**src/rtl/wb_arb.sv**
```systemverilog
// -----------------------------------------------------------------------------
// wb_arb -- write-back arbiter for the register file
//
// Three producers compete for the single register-file write port:
//   * ALU     : unbuffered, always ready, wins the port whenever it is valid.
//   * mul/div : buffered in its own FIFO_DEPTH-entry FIFO.
//   * LSU     : buffered in its own FIFO_DEPTH-entry FIFO.
// When the ALU is idle, one non-empty FIFO head is written per cycle. The two
// FIFOs share the port by round-robin on a 1-bit last_grant flop.
//
// Parameters
//   FIFO_DEPTH    entries per buffered source (power of two, >= 2)
//
// Ports
//   clk           sole clock, rising edge
//   rst           asynchronous, active-low reset
//   alu2wb_*      ALU result handshake (rdy tied high), data, destination index
//   div2wb_*      mul/div result handshake, data, destination index
//   lsu2wb_*      load result handshake, data, destination index
//   wb2regs_wen   register-file write enable (low for index 0)
//   wb2regs_waddr register-file write index (zero when nothing is granted)
//   wb2regs_wdata register-file write data  (zero when nothing is granted)
//   wb_busy       high while either FIFO holds an entry
// -----------------------------------------------------------------------------

`ifndef MYRISCV_REGBUS
`define MYRISCV_REGBUS 31:0
`endif

`ifndef MYRISCV_REGADDRBUS
`define MYRISCV_REGADDRBUS 4:0
`endif

// -----------------------------------------------------------------------------
// wb_arb_fifo -- small synchronous FIFO used for the buffered sources
//
// Ports
//   clk, rst      clock and asynchronous active-low reset
//   push          write push_data at the tail (caller guarantees !full)
//   push_data     entry to store
//   pop           drop the head entry (caller guarantees not_empty)
//   head_data     current head entry
//   full          registered count equals DEPTH
//   not_empty     registered count is non-zero
// -----------------------------------------------------------------------------
module wb_arb_fifo #(
    parameter int DEPTH = 2,
    parameter int WIDTH = 37
) (
    input  logic             clk,
    input  logic             rst,
    input  logic             push,
    input  logic [WIDTH-1:0] push_data,
    input  logic             pop,
    output logic [WIDTH-1:0] head_data,
    output logic             full,
    output logic             not_empty
);

    localparam int PW = (DEPTH > 1) ? $clog2(DEPTH) : 1;
    localparam int CW = PW + 1;

    logic [WIDTH-1:0] mem [DEPTH];
    logic [PW-1:0]    wr_ptr;
    logic [PW-1:0]    rd_ptr;
    logic [CW-1:0]    count;

    // Entry storage carries no reset; the pointers and count alone decide
    // which entries are live, so stale contents are never observed.
    always_ff @(posedge clk) begin
        if (push) begin
            mem[wr_ptr] <= push_data;
        end
    end

    // Pointers wrap naturally because DEPTH is a power of two. A push and a
    // pop in the same cycle advance both pointers and leave count unchanged.
    always_ff @(posedge clk or negedge rst) begin
        if (!rst) begin
            wr_ptr <= '0;
            rd_ptr <= '0;
            count  <= '0;
        end else begin
            if (push) begin
                wr_ptr <= wr_ptr + PW'(1);
            end
            if (pop) begin
                rd_ptr <= rd_ptr + PW'(1);
            end
            case ({push, pop})
                2'b10:   count <= count + CW'(1);
                2'b01:   count <= count - CW'(1);
                default: count <= count;
            endcase
        end
    end

    assign head_data = mem[rd_ptr];
    assign full      = (count == CW'(DEPTH));
    assign not_empty = (count != '0);

endmodule

// -----------------------------------------------------------------------------
// wb_arb -- top level
// -----------------------------------------------------------------------------
module wb_arb #(
    parameter int FIFO_DEPTH = 2
) (
    input  logic                       clk,
    input  logic                       rst,

    input  logic                       alu2wb_vld,
    output logic                       alu2wb_rdy,
    input  logic [`MYRISCV_REGBUS]     alu2wb_data,
    input  logic [`MYRISCV_REGADDRBUS] alu2wb_rdidx,

    input  logic                       div2wb_vld,
    output logic                       div2wb_rdy,
    input  logic [`MYRISCV_REGBUS]     div2wb_data,
    input  logic [`MYRISCV_REGADDRBUS] div2wb_rdidx,

    input  logic                       lsu2wb_vld,
    output logic                       lsu2wb_rdy,
    input  logic [`MYRISCV_REGBUS]     lsu2wb_data,
    input  logic [`MYRISCV_REGADDRBUS] lsu2wb_rdidx,

    output logic                       wb2regs_wen,
    output logic [`MYRISCV_REGADDRBUS] wb2regs_waddr,
    output logic [`MYRISCV_REGBUS]     wb2regs_wdata,
    output logic                       wb_busy
);

    localparam int DW = $bits(alu2wb_data);
    localparam int AW = $bits(alu2wb_rdidx);
    localparam int EW = AW + DW;

    logic          div_full;
    logic          div_not_empty;
    logic [EW-1:0] div_head;
    logic          lsu_full;
    logic          lsu_not_empty;
    logic [EW-1:0] lsu_head;

    logic          div_push;
    logic          lsu_push;

    logic          grant_alu;
    logic          grant_div;
    logic          grant_lsu;

    // 0 = div was granted last, 1 = lsu was granted last.
    logic          last_grant;

    logic [AW-1:0] sel_idx;
    logic [DW-1:0] sel_data;

    // Ready comes only from the registered FIFO count, so a full FIFO refuses
    // a new entry even in a cycle where its head is being popped.
    assign alu2wb_rdy = 1'b1;
    assign div2wb_rdy = !div_full;
    assign lsu2wb_rdy = !lsu_full;

    assign div_push = div2wb_vld && !div_full;
    assign lsu_push = lsu2wb_vld && !lsu_full;

    wb_arb_fifo #(
        .DEPTH     (FIFO_DEPTH),
        .WIDTH     (EW)
    ) u_div_fifo (
        .clk       (clk),
        .rst       (rst),
        .push      (div_push),
        .push_data ({div2wb_rdidx, div2wb_data}),
        .pop       (grant_div),
        .head_data (div_head),
        .full      (div_full),
        .not_empty (div_not_empty)
    );

    wb_arb_fifo #(
        .DEPTH     (FIFO_DEPTH),
        .WIDTH     (EW)
    ) u_lsu_fifo (
        .clk       (clk),
        .rst       (rst),
        .push      (lsu_push),
        .push_data ({lsu2wb_rdidx, lsu2wb_data}),
        .pop       (grant_lsu),
        .head_data (lsu_head),
        .full      (lsu_full),
        .not_empty (lsu_not_empty)
    );

    // Per-cycle grant: ALU first, then the FIFO heads by round-robin.
    // Everything is gated by rst so an ALU valid held during reset cannot
    // reach the register file.
    always_comb begin
        grant_alu = 1'b0;
        grant_div = 1'b0;
        grant_lsu = 1'b0;
        if (rst) begin
            if (alu2wb_vld) begin
                grant_alu = 1'b1;
            end else if (div_not_empty && lsu_not_empty) begin
                if (last_grant) begin
                    grant_div = 1'b1;
                end else begin
                    grant_lsu = 1'b1;
                end
            end else if (div_not_empty) begin
                grant_div = 1'b1;
            end else if (lsu_not_empty) begin
                grant_lsu = 1'b1;
            end
        end
    end

    // Write-port mux. Index 0 is still granted and popped but never written.
    always_comb begin
        sel_idx  = '0;
        sel_data = '0;
        if (grant_alu) begin
            sel_idx  = alu2wb_rdidx;
            sel_data = alu2wb_data;
        end else if (grant_div) begin
            sel_idx  = div_head[EW-1:DW];
            sel_data = div_head[DW-1:0];
        end else if (grant_lsu) begin
            sel_idx  = lsu_head[EW-1:DW];
            sel_data = lsu_head[DW-1:0];
        end
    end

    assign wb2regs_wen   = (grant_alu || grant_div || grant_lsu) && (sel_idx != '0);
    assign wb2regs_waddr = sel_idx;
    assign wb2regs_wdata = sel_data;

    // Round-robin memory: only FIFO grants move it; ALU grants leave it alone.
    // Reset value 0 means lsu is preferred when both FIFOs first compete.
    always_ff @(posedge clk or negedge rst) begin
        if (!rst) begin
            last_grant <= 1'b0;
        end else if (grant_div) begin
            last_grant <= 1'b0;
        end else if (grant_lsu) begin
            last_grant <= 1'b1;
        end
    end

    assign wb_busy = div_not_empty || lsu_not_empty;

endmodule

```
**config.mk**
```make
export PLATFORM = sky130hd
export DESIGN_NAME = wb_arb
export DESIGN_NICKNAME = d
export VERILOG_FILES = /design/src/rtl/wb_arb.sv
export SDC_FILE = /design/constraint.sdc
export NUM_CORES = 1
export LEC_CHECK = 0
export CAP_MARGIN = 20
export CORE_UTILIZATION = 56
export CTS_BUF_LIST = sky130_fd_sc_hd__clkbuf_4 sky130_fd_sc_hd__clkbuf_8
export DETAILED_ROUTE_END_ITERATION = 8
export PLACE_DENSITY = 0.95
export SLEW_MARGIN = 0
export SYNTH_ARGS = -nofsm -noshare
export SYNTH_HDL_FRONTEND = slang
export SYNTH_SLANG_ARGS = --single-unit
```
**constraint.sdc**
```tcl
create_clock -name clk -period 8.3 [get_ports clk]
set_clock_uncertainty 0.2 [all_clocks]
set_input_delay 1.245 -clock clk [delete_from_list [all_inputs] [get_ports clk]]
set_output_delay 1.245 -clock clk [all_outputs]
set_load 0.02 [all_outputs]
```
Word level (Yosys, flattened, before mapping)
Memory sizes are Yosys's and may differ from the RTL's.
Index checks and enable logic that the tools add are counted.
{"block": "totals", "out_inout_bits": 42, "mem_count": 2, "wordCells": 65, "ram_bits": 148, "ff_bits": 9, "latch_bits": 0, "rom_bits": 0, "inputBits": 116}
{"block": "op_classes", "bitwise_logic": 0, "n_mul": 0, "n_div": 0, "n_eq_ne": 6, "magnitude_cmp": 0, "reduce_logical": 15, "addsub": 8, "n_mux": 27, "n_shift": 0}
{"name": "u_div_fifo.mem", "depth": 2, "width": 37, "read_ports": 1, "rd_ports_with_merged_regs": 0, "write_ports": 1, "line": "63", "text": "logic [WIDTH-1:0] mem [DEPTH];"}
{"name": "u_lsu_fifo.mem", "depth": 2, "width": 37, "read_ports": 1, "rd_ports_with_merged_regs": 0, "write_ports": 1, "line": "63"}
{"cell": "$mux 32", "count": 3}
{"cell": "$mux 1", "count": 19}
{"cell": "$mux 5", "count": 3}
{"cell": "$reduce_bool 2->1", "count": 5}
{"cell": "$eq 2x2->1 const B", "count": 4}
{"cell": "$pmux 2 s2", "count": 2}
{"cell": "$reduce_bool 5->1", "count": 1}
{"cell": "$add 1x1->1 const B", "count": 4}
{"cell": "$add 2x1->2 const B", "count": 2}
{"cell": "$eq 2x1->1 const B", "count": 2}
{"cell": "$logic_and 1x1->1", "count": 4}
{"cell": "$sub 2x1->2 const B", "count": 2}
{"cell": "$logic_or 1x1->1", "count": 3}
{"cell": "$logic_not 1->1", "count": 2}

Logic depth before layout (Yosys ltp)
Gate-level depths: netlist of the first run.
{"block": "depth", "word_depth": 11, "mapped_depth": 10, "mapped_depth_nobuf": 7}

By module
A second synthesis of the first run with hierarchy kept.
{"block": "hier_totals", "cells_unflattened": 372, "hier_area_um2": 6588.8}
{"mod": "wb_arb_fifo", "cells_each": 131, "seq_area_each_um2": 2322.2, "area_per_inst_um2": 2939.1, "n_inst": 2}
{"mod": "wb_arb", "cells_each": 110, "seq_area_each_um2": 25.0, "area_per_inst_um2": 710.7, "n_inst": 1}

Least setup slack after synthesis of the first run
Ideal clock, no wire load.
{"block": "synth_path", "kind": "input to output", "from": "input alu2wb_vld", "to": "output wb2regs_wen", "t_required_ns": 6.855, "path_buffers": 1, "path_stages": 6, "arrival_ns": 2.489, "setup_slack_ns": 4.366, "cell_sequence": "and2b_4 -> o221ai_2 -> buf_6 -> o221ai_1 -> nor4_2 -> nand2b_1"}
{"block": "synth_between", "elab_chain_len": 7, "elab_cells_between_ends": 13, "classes_between": "9 x mux; 4 x reduce/logical"}
{"item": "start: declaration", "line": "113", "text": "input logic alu2wb_vld,"}
{"item": "$mux 1", "line": "203", "text": "if (alu2wb_vld) begin"}
{"item": "$mux 1", "line": "202", "text": "if (rst) begin"}
{"item": "$mux 5", "line": "229", "text": "end else if (grant_lsu) begin"}
{"item": "$mux 5", "line": "226", "text": "end else if (grant_div) begin"}
{"item": "$mux 5 (*)", "line": "223", "text": "if (grant_alu) begin"}
{"item": "via wb2regs_waddr[0]", "line": "129", "text": "output logic [`MYRISCV_REGADDRBUS] wb2regs_waddr,"}
{"item": "$reduce_bool 5->1 (*)", "line": "235", "text": "assign wb2regs_wen = (grant_alu || grant_div || grant_lsu) && (sel_idx != '0);"}
{"item": "$logic_and 1x1->1 (*)", "line": "235"}
{"item": "end: declaration", "line": "128", "text": "output logic wb2regs_wen,"}
Mark *: on every way through the listed nets, which the timed path passes. The rest lies on a longest branch.

Final worst setup path of the first run
{"block": "layout_path", "from": "input rst", "to": "output wb2regs_wen"}
{"block": "layout_between", "elab_chain_len": 6, "elab_cells_between_ends": 10, "classes_between": "6 x mux; 4 x reduce/logical"}
{"item": "start: declaration", "line": "111", "text": "input logic rst,"}
{"item": "$mux 1", "line": "202"}
{"item": "$mux 5", "line": "229"}
{"item": "$mux 5", "line": "226"}
{"item": "$mux 5", "line": "223"}
{"item": "$reduce_bool 5->1", "line": "235"}
{"item": "$logic_and 1x1->1 (*)", "line": "235"}
Mark *: on every way between the ends. The rest lies on a longest branch, timed or not.

==> impl_metrics.py, run 1 <==
metrics = {
    "run_status": {
        "status": "finished, violations left",
        "violations": "DRC",
    },
    "pwr": {
        "p_leak_nw": 3.056,
        "power.switching_mw": 0.8619,
        "seqPwrFrac": 0.457,
        "pwr-share-clk": 0.215,
        "switching_share": 0.3253,
        "internal_power_mw": 1.788,
        "power_density_nw_per_um2": 303.5,
        "ir_worst_vdd_v": 0.0001810,
        "p_comb_frac": 0.328,
    },
    "worst_setup_path": {
        "required_ps": 6860,
        "startpoint_type": "input port",
        "endpoint_kind": "output pin",
        "reg2reg_depth": 6,
        "crit_path_cell_trace": "clkdlybuf4s50_1 -> and2b_4 -> nand3b_4 -> o221ai_2 -> o21a_1 -> nand2b_1 -> clkdlybuf4s50_1",
        "cp_slowest_stage_delay_ps": 910,
        "crit_path_max_fanout": 39,
        "crit_cells": 7,
        "cp_common_cell": "clkdlybuf4s50_1",
        "cp.arrival_ps": 4330,
        "timing.critical_path.buf_inv": 2,
        "critPathKind": "input port to output pin",
        "crit_family": "buffers and inverters",
        "crit_slowest_cell": "clkdlybuf4s50_1",
    },
    "clock_network": {
        "htreeDepth": 4,
        "cts_setup_buffers": 0,
        "clk_pin_slew_ps": 70,
        "cts_hold_buf": 0,
        "cts_tree": "built",
        "clock-sinks": 157,
        "postCtsResizedCells": 0,
        "root_buffer": "clkbuf_8",
        "clock_latency_ps": 450,
        "cts_buffers": 17,
        "clockBufferDepth": 2,
    },
    "synth": {
        "syn-cell-area_um2": 6653,
        "ys.flop_type": "edfxtp_1",
        "ys_ff_latch": 157,
        "synth_edf_count": 148,
        "synth_area_leaders": "edfxtp_1, mux2i_1, o221ai_2, o21a_1, dfrtp_1",
        "syn_area_per_cell_um2": 18.03,
        "yosys.area.top_type": "edfxtp_1",
        "async_flop_share": 0.05732,
        "synth-seq-area-share": 0.7019,
        "yosysWarnings": 0,
        "netlist-cell-type-count": 26,
        "yosysTopAreaCellShare": 0.6680,
        "syn_inst": 369,
        "synth_nets": 487,
    },
    "cells_and_area": {
        "multi_input_area_um2": 1829,
        "regArea_um2": 4672,
        "drive_gt1_frac": 0.1415,
        "fillers": 680,
        "syn2layout_area_growth_pct": 31.22,
        "fin_cells": 680,
        "final_nets": 642,
        "n_antenna_cell": 0,
    },
    "detailed_routing": {
        "routedWlPerCell_um": 21.13,
        "drc": 16,
        "drt_iter0_drc": 233,
        "drtPass1Iterations": 7,
        "totalWireLength_mm": 14.37,
        "antenna_left": 0,
        "num_vias": 3921,
        "viasPerCell": 5.766,
    },
    "floorplan": {
        "fp.dieArea_um2": 12320,
        "die_w_um": 111.0,
        "core_um2": 11520,
        "die_y_um": 111.0,
        "rows": 39,
        "initial_core_util": 0.5777,
        "boundaryPins": 158,
    },
    "global_routing": {
        "grt_max_degree": 67,
        "grt_pass1_vias": 4312,
        "track_usage": 0.2448,
        "grt_overflow_total": 0,
        "antenna_found_initial": 0,
        "grt_pass1_wl_mm": 22.27,
    },
    "hold_path": {
        "hold_depth": 1,
        "hold_class": "register to register",
    },
    "sta": {
        "slew_headroom": 0.3510,
        "fin_setup_tns_ps": 0,
        "setup_viol": 0,
        "fmax_mhz": 173.2,
        "fin_crit_sh": 0.6957,
        "final-hold-violation-count": 0,
        "post-route-min-period_ps": 5774,
        "finalMaxSlewViolations": 0,
        "rsz0062_at_grt": "false",
        "worst_pin_slew_ps": 973.5,
    },
    "place": {
        "io_buffers": 156,
        "globalplace.congestion": 0.7760,
        "dp_cells": 646,
        "hpwl_mm": 9.170,
    },
    "run": {
        "cap_violations": 0,
    },
}
-- final cells by class --
class | count | share of cell area
Clock buffer | 19 | 0.02852
Clock inverter | 13 | 0.01706
Inverter | 2 | 0.0008600
Multi-Input combinational cell | 185 | 0.2095
Sequential cell | 157 | 0.5352
Tap cell | 143 | 0.02050
Timing Repair Buffer | 161 | 0.1883
-- kinds of logic after synthesis --
group | share of synthesized area
other | 0.0005637
multiplexers | 0.1113
XOR/XNOR | 0.01317
AND/OR/NAND/NOR | 0.02069
AO/OA/AOI/OAI | 0.1200
buffers and inverters | 0.02859
flip-flops | 0.7019
adder cells (fa/ha/maj) | 0.003761
-- through the flow --
step	cell area, um2	setup WS (ps)	utilization	power (mW)	hold WS, ps
final	8730	2526	0.7580	2.649	348.3
after global routing	8730	2311	0.7580	2.755	381.8
after global placement	8264	2563	0.7176	2.028	317.4
after floorplan	6653	4366	-	1.773	260.4
after detailed placement	8292	2481	0.7200	2.087	340.6
after CTS	8690	2488	0.7546	2.652	351.4
-- worst register-to-register path, cell delays in order, from the launching register on --
cell and delay [ps]:
dfrtp_1 480, o21ai_2 230, nand3b_4 570, inv_1 220, ha_1 280, nor2_1 140
xor2_1 140
-- cells in the final DEF, fill, tap and decap left out, types with 3 or more instances in the layout --
cell type        instances
edfxtp_1               148
o221ai_2                30
clkinvlp_4               4
dfrtp_1                  7
mux2i_1                 74
o21ai_0                  3
o21a_1                  33
nor2_1                   3
clkinv_1                 4
nand2b_1                 3
bufinv_16                3
xnor2_1                  8
clkbuf_8                17
nand3_1                  4
nand2_1                  4
clkdlybuf4s50_1        156
o221ai_1                 7
-- power by group through the flow --
| stage | Combinational [mW] | Clock (mW) | Sequential, mW |
|---|---|---|---|
| 3_5_place_dp | 0.835 | 0 | 1.25 |
| 4_1_cts | 0.840 | 0.576 | 1.24 |
| 6_report | 0.870 | 0.569 | 1.21 |
| 2_1_floorplan | 0.619 | 0 | 1.15 |
| 5_1_grt | 0.924 | 0.603 | 1.23 |
| 3_3_place_gp | 0.793 | 0 | 1.24 |
-- per-layer routing --
layer  vias up  track usage  wire, um
li1       1804            -         -
met1      1933       0.2804      5539
met2       149       0.4331      7679
met3        35      0.05522       794
met4         0       0.1196       354
met5         -            0         0
-- state kept, by name (all words and copies together), names as in the netlist --
signal and count:
u_div_fifo.mem 74, u_div_fifo.rd_ptr 1, u_div_fifo.count 2, u_lsu_fifo.wr_ptr 1, u_lsu_fifo.mem 74, u_lsu_fifo.rd_ptr 1, u_div_fifo.wr_ptr 1, last_grant 1
u_lsu_fifo.count 2
-- cell usage after synthesis, drive strengths merged, types with 3 or more instances --
library cell    n
nor2            6
nand3           4
clkbuf          4
o21ai           4
xnor2           8
buf            21
nand2b          3
o21a           33
mux2i          74
nand2           5
edfxtp        148
o221ai         38
dfrtp           9
-- final timing paths --
check	start	end	slack, ps
max	rst	wb2regs_wen	2530
min	u_lsu_fifo.count[1]$_DFFE_PN0P_	u_lsu_fifo.count[1]$_DFFE_PN0P_	350
max reg2reg	u_div_fifo.count[1]$_DFFE_PN0P_	u_lsu_fifo.count[1]$_DFFE_PN0P_	5960
min reg2reg	u_lsu_fifo.count[1]$_DFFE_PN0P_	u_lsu_fifo.count[1]$_DFFE_PN0P_	350
max in group asynchronous	rst	u_lsu_fifo.rd_ptr$_DFFE_PN0P_	6410
min in group asynchronous	rst	u_div_fifo.wr_ptr$_DFFE_PN0P_	1000
Power figures use the tool's default switching activity.
==> run 2: changes to the inputs <==
- CORE_UTILIZATION: 56 -> 52
- PLACE_DENSITY: 0.95 -> 0.91
- clock period: 8.3 -> 5.62 ns (I/O delays scaled with it)
==> run 2 against run 1 <==
Compared with the run above: the flow now finishes without violations; critical path depth up 1; non-clock buffer count up 1; combinational power up 46%; clock-buffer cell count down 1; largest cell class unchanged; highest routed layer unchanged.
==> impl_metrics.py, run 2 (synthesized netlist as in run 1, its figures left out) <==
metrics = {
    "run_status": {
        "status": "completed",
    },
    "clock_network": {
        "clockBufferDepth": 2,
        "htreeDepth": 4,
        "root_buffer": "clkbuf_8",
        "cts_tree": "built",
        "cts_hold_buf": 0,
        "clock-sinks": 157,
        "cts_setup_buffers": 0,
        "cts_buffers": 17,
        "clock_latency_ps": 430,
        "clk_pin_slew_ps": 80,
        "postCtsResizedCells": 0,
    },
    "global_routing": {
        "grt_overflow_total": 0,
        "track_usage": 0.2235,
        "antenna_found_initial": 0,
        "grt_pass1_vias": 4212,
        "grt_max_degree": 67,
        "grt_pass1_wl_mm": 21.69,
    },
    "place": {
        "placed_area_um2": 8323,
        "dpl_worst_slack_ps": 891.6,
        "io_buffers": 156,
        "hpwl_mm": 9.065,
        "dp_cells": 672,
        "globalplace.congestion": 0.7790,
    },
    "sta": {
        "finalMaxSlewViolations": 0,
        "fin_crit_sh": 0.8388,
        "fin_setup_tns_ps": 0,
        "timing.hold.ws_ps": 354.6,
        "rsz0062_at_grt": "false",
        "setup_viol": 0,
        "fmax_mhz": 212.1,
        "worst_pin_slew_ps": 1005,
        "post-route-min-period_ps": 4714,
        "final-hold-violation-count": 0,
        "fin_ws_ps": 905.9,
        "slew_headroom": 0.3300,
    },
    "hold_path": {
        "holdCritStartpoint": "u_div_fifo.wr_ptr$_DFFE_PN0P_",
        "hold_end": "u_div_fifo.wr_ptr$_DFFE_PN0P_",
        "hold_depth": 1,
        "hold_class": "register to register",
    },
    "worst_setup_path": {
        "crit_slowest_cell": "clkdlybuf4s50_1",
        "rrSetupSlack_ps": 2820,
        "reg2reg_depth": 7,
        "cp_common_cell": "clkdlybuf4s50_1",
        "critPathKind": "input port to output pin",
        "startpoint_type": "input port",
        "cp.arrival_ps": 3670,
        "cp-startpoint": "rst",
        "crit_path_max_fanout": 39,
        "required_ps": 4580,
        "reg2reg_from": "u_lsu_fifo.count[0]$_DFFE_PN0P_",
        "endpoint_kind": "output pin",
        "timing.rr.end": "u_div_fifo.count[1]$_DFFE_PN0P_",
        "crit_path_cell_trace": "clkdlybuf4s50_1 -> buf_4 -> and2b_4 -> nand3b_4 -> o221ai_1 -> nor4_2 -> nand2b_1 -> clkdlybuf4s50_1",
        "cp_slowest_stage_delay_ps": 590,
    },
    "cells_and_area": {
        "n_antenna_cell": 0,
        "most-common-layout-cells": "clkdlybuf4s50_1, edfxtp_1, mux2i_1, o21a_1, o221ai_2",
        "regArea_um2": 4672,
        "multi_input_area_um2": 1829,
        "final_util": 0.7141,
        "fin_cells": 706,
        "final_common_cell": "clkdlybuf4s50_1",
        "final_nets": 643,
        "fillers": 794,
        "drive_gt1_frac": 0.1468,
        "reg_top3": "u_div_fifo.mem: 74 flops, u_lsu_fifo.mem: 74 flops",
        "syn2layout_area_growth_pct": 31.62,
        "stdcell_area_um2": 8756,
    },
    "run": {
        "cap_violations": 0,
    },
    "detailed_routing": {
        "drtPass1Iterations": 5,
        "totalWireLength_mm": 14.07,
        "viasPerCell": 5.531,
        "routedWlPerCell_um": 19.93,
        "drt_iter0_drc": 218,
        "drc": 0,
        "antenna_left": 0,
        "num_vias": 3905,
    },
    "pwr": {
        "seqPwrFrac": 0.463,
        "power_density_nw_per_um2": 441.8,
        "p_comb_frac": 0.328,
        "p_leak_nw": 3.060,
        "power.switching_mw": 1.272,
        "switching_share": 0.3287,
        "ir_worst_vdd_v": 0.0002145,
        "pwr-share-clk": 0.209,
        "internal_power_mw": 2.597,
        "finalPower_mw": 3.869,
    },
    "floorplan": {
        "fp.dieArea_um2": 13250,
        "boundaryPins": 158,
        "rows": 40,
        "core_um2": 12260,
        "die_y_um": 115.1,
        "die_w_um": 115.1,
        "initial_core_util": 0.5426,
    },
}
run 2: cell types whose count changed in the layout (fill, tap and decap cells not counted), sizes merged:
cell and change:
buf +1, clkinvlp -1, bufinv -1, clkbuf -1, clkinv +1, inv +2
run 2: final cells by class:
cell class,count,share of cell area
sequential,157,0.5336
multi-input combinational,185,0.2089
timing repair buffer,162,0.1886
clock buffer,18,0.02758
tap,168,0.02401
clock inverter,14,0.01643
inverter,2,0.0008574
run 2: how the worst max path moves through the flow:
| stage | to | cells after the start |
|---|---|---|
| 3_3_place_gp | wb2regs_wen | 8 |
| 2_1_floorplan | u_div_fifo.mem[0][0]$_DFFE_PP_ | 2 |
| 5_1_grt | wb2regs_wen | 8 |
| 4_1_cts | wb2regs_wen | 8 |
| 6_report | wb2regs_wen | 8 |
| 3_5_place_dp | wb2regs_wen | 8 |
run 2: routing by layer:
layer,global-route usage,up-vias,part of all wire,wire length (um)
met5,0,-,0,0
met4,0.08398,0,0.010,144
met3,0.04164,10,0.055,771
met2,0.4084,154,0.54,7538
met1,0.2617,1935,0.40,5616
li1,-,1806,-,-
run 2: power groups by stage:
stage	logic, mW	registers [mW]	clock network, mW
2_1_floorplan	0.914	1.70	0
3_3_place_gp	1.16	1.84	0
3_5_place_dp	1.22	1.86	0
4_1_cts	1.22	1.83	0.826
5_1_grt	1.35	1.82	0.876
6_report	1.27	1.79	0.810
run 2: worst max-delay path: cells and delay by family:
family                 cells  cell delay, ps
AND/OR/NAND/NOR            4             990
AO/OA/AOI/OAI              1             560
buffers and inverters      3            1270
==> variant, RTL diff (flow settings as in run 2) <==
Set the parameter `FIFO_DEPTH` to 4 (it was 2). Comments in the files are not updated.
--- a/src/rtl/wb_arb.sv
+++ b/src/rtl/wb_arb.sv
@@ -106,5 +106,5 @@
 // -----------------------------------------------------------------------------
 module wb_arb #(
-    parameter int FIFO_DEPTH = 2
+    parameter int FIFO_DEPTH = 4
 ) (
     input  logic                       clk,
Check against the original RTL: not equivalent (a bounded check fails within 4 cycles, from zero or initial values and one cycle with rst low).
==> variant against run 2 <==
- sequential cell count is 154 higher
- critical path depth stayed put
- setup slack worse by 0.11 ns
- non-clock buffer count is 2 higher
- largest power group unchanged
- cell area is 72% higher
- power is 87% higher
- area after synthesis is 83% higher
- sequential share of layout area is 8.3 points higher
- sequential power is 89% higher
- die area is 82% higher
- highest routed layer unchanged
- wire length is 80% higher
- first-iteration DRC count is 89% higher
- via count is 61% higher
==> variant: results (changes against run 2) <==
Yosys
  • Largest cells by area after synthesis: edfxtp_1 73%, mux4_2 13%, dfrtp_1 3.1%, nand2_1 2.2%, a22oi_1 2.0%
  • Post-synth cell types: 35 (+35%)
  • Synth top cells by count: 296 x edfxtp_1, 71 x nand2_1, 68 x mux4_2
  • Post-synthesis mux area share: 0.140 (+0.0288)
  • Syn_nets: 722 (+48%)
  • Xor and xnor area share after synthesis: 0.00862 (-0.00454)
  • Compound-Gate Fraction of Synth Area: 0.0262 (-0.0938)
  • Avg Cell Area, Syn: 20.5 um2 (+14%)
  • Synth Area in Adders: 0.0135 (+0.00979)
  • Post-synthesis sequential area ratio: 0.760 (+0.0580)
  • Number of synthesized flops with an enable pin: 296 (+100%)

Setup path
  • FF-to-FF End: u_lsu_fifo.count[2]
  • Critical path fanouts, max: 25 (-36%)
  • Arrival @ worst endpoint: 3.78 ns (+0.11 ns)
  • R2r setup slk: 2.42 ns (-0.40 ns)
  • R2r startpoint: u_div_fifo.count[0]
  • Critical path's slowest cell: o211a_2
  • Max stage delay on crit path: 0.68 ns (+0.09 ns)
  • FF-to-FF path depth: 8 (+1)

Placement
  • IO Port Bufs: 156 (unchanged)
  • Placer Congestion: 0.779 (about the same)
  • Placed cell area: 14100 um2 (+69%)
  • Dpl hpwl: 15100 um (+67%)
  • Placed Cells: 1040 (+55%)
  • Worst slack, placed: 0.789 ns (-0.103 ns)

Routing
  • Drt initial violations: 413 (+89%)
  • Wirelength per Cell: 22.6 um (+14%)
  • Wl on met1: 10200 um (+82%)
  • Met2 WL: 12900 um (+71%)
  • Post-DR vias/cell: 5.60 (+1.3%)

Global routing
  • Met2 GRT Util: 0.378 (-0.0305)
  • Routing usage on met1: 0.270 (+0.00872)
  • Initial antenna violation count: 1 (+1)
  • All-Layer GR Usage: 0.217 (-0.00638)
  • Largest net degree at the start of global routing: 39 (-42%)
  • M3 GR Usage: 0.0549 (+0.0132)
  • Vias in the first global route: 6779 (+61%)
  • First-pass GRT wire length: 38100 um (+76%)

Timing
  • Hold Slack: 0.327 ns (-0.0273 ns)
  • Max-Slew Margin vs Limit: 0.267 (-0.0630)

CTS
  • Post-CTS setup buffers: 0 (unchanged)
  • Max Root-Sink Buffers: 3 (+1)
  • Clock Latency Late Sink: 0.53 ns (+0.10 ns)
  • CTS root buf: clkbuf_8
  • # resized after CTS: 0 (unchanged)
  • CTS Buf Count: 49 (+32)
  • Clock transition at path regs: 0.06 ns (-0.02 ns)
  • H-Tree Depth: 2 (-2)

Min path
  • Worst min path class: reg -> reg
  • WHS Endpoint: u_div_fifo.count[0]
  • Hold wc startpoint: u_div_fifo.count[0]

Power
  • Peak VDD IR: 0.233 mV (+8.6%)
  • Leakage power: 5.10 nW (+67%)

Layout
  • Non-filler cells, final: 1121 (+59%)
  • Net count, final: 908 (+41%)
  • Regs by FF count: u_div_fifo.mem: 148 flops, u_lsu_fifo.mem: 148 flops

Run status
  • Status: completed
==> variant: worst max-delay path by stage <==
stage	to	depth (start not counted)	startpoint	slack, ns
after CTS	wb2regs_wdata[30]	8	rst	0.78
after global routing	wb2regs_wdata[30]	8	rst	0.59
after global placement	wb2regs_wdata[26]	8	rst	0.93
after floorplan	wb2regs_wdata[10]	6	alu2wb_vld	2.39
final	wb2regs_wdata[30]	8	rst	0.79
after detailed placement	wb2regs_wdata[30]	8	rst	0.79
==> variant: cell type report <==
| class | count | area [um2] |
|---|---|---|
| fill | 1541 | 7800 |
| timing repair buffer | 164 | 1650 |
| sequential | 311 | 9270 |
| clock inverter | 13 | 118 |
| tap | 313 | 392 |
| multi-input combinational | 242 | 2760 |
| antenna | 1 | 2.50 |
| inverter | 12 | 45.0 |
| clock buffer | 65 | 807 |
==> variant: where the power goes <==
group	leakage, nW	internal [mW]	switching, mW
Clock	0.482	1.02	0.795
Sequential	2.88	3.08	0.315
Combinational	1.73	1.00	1.02
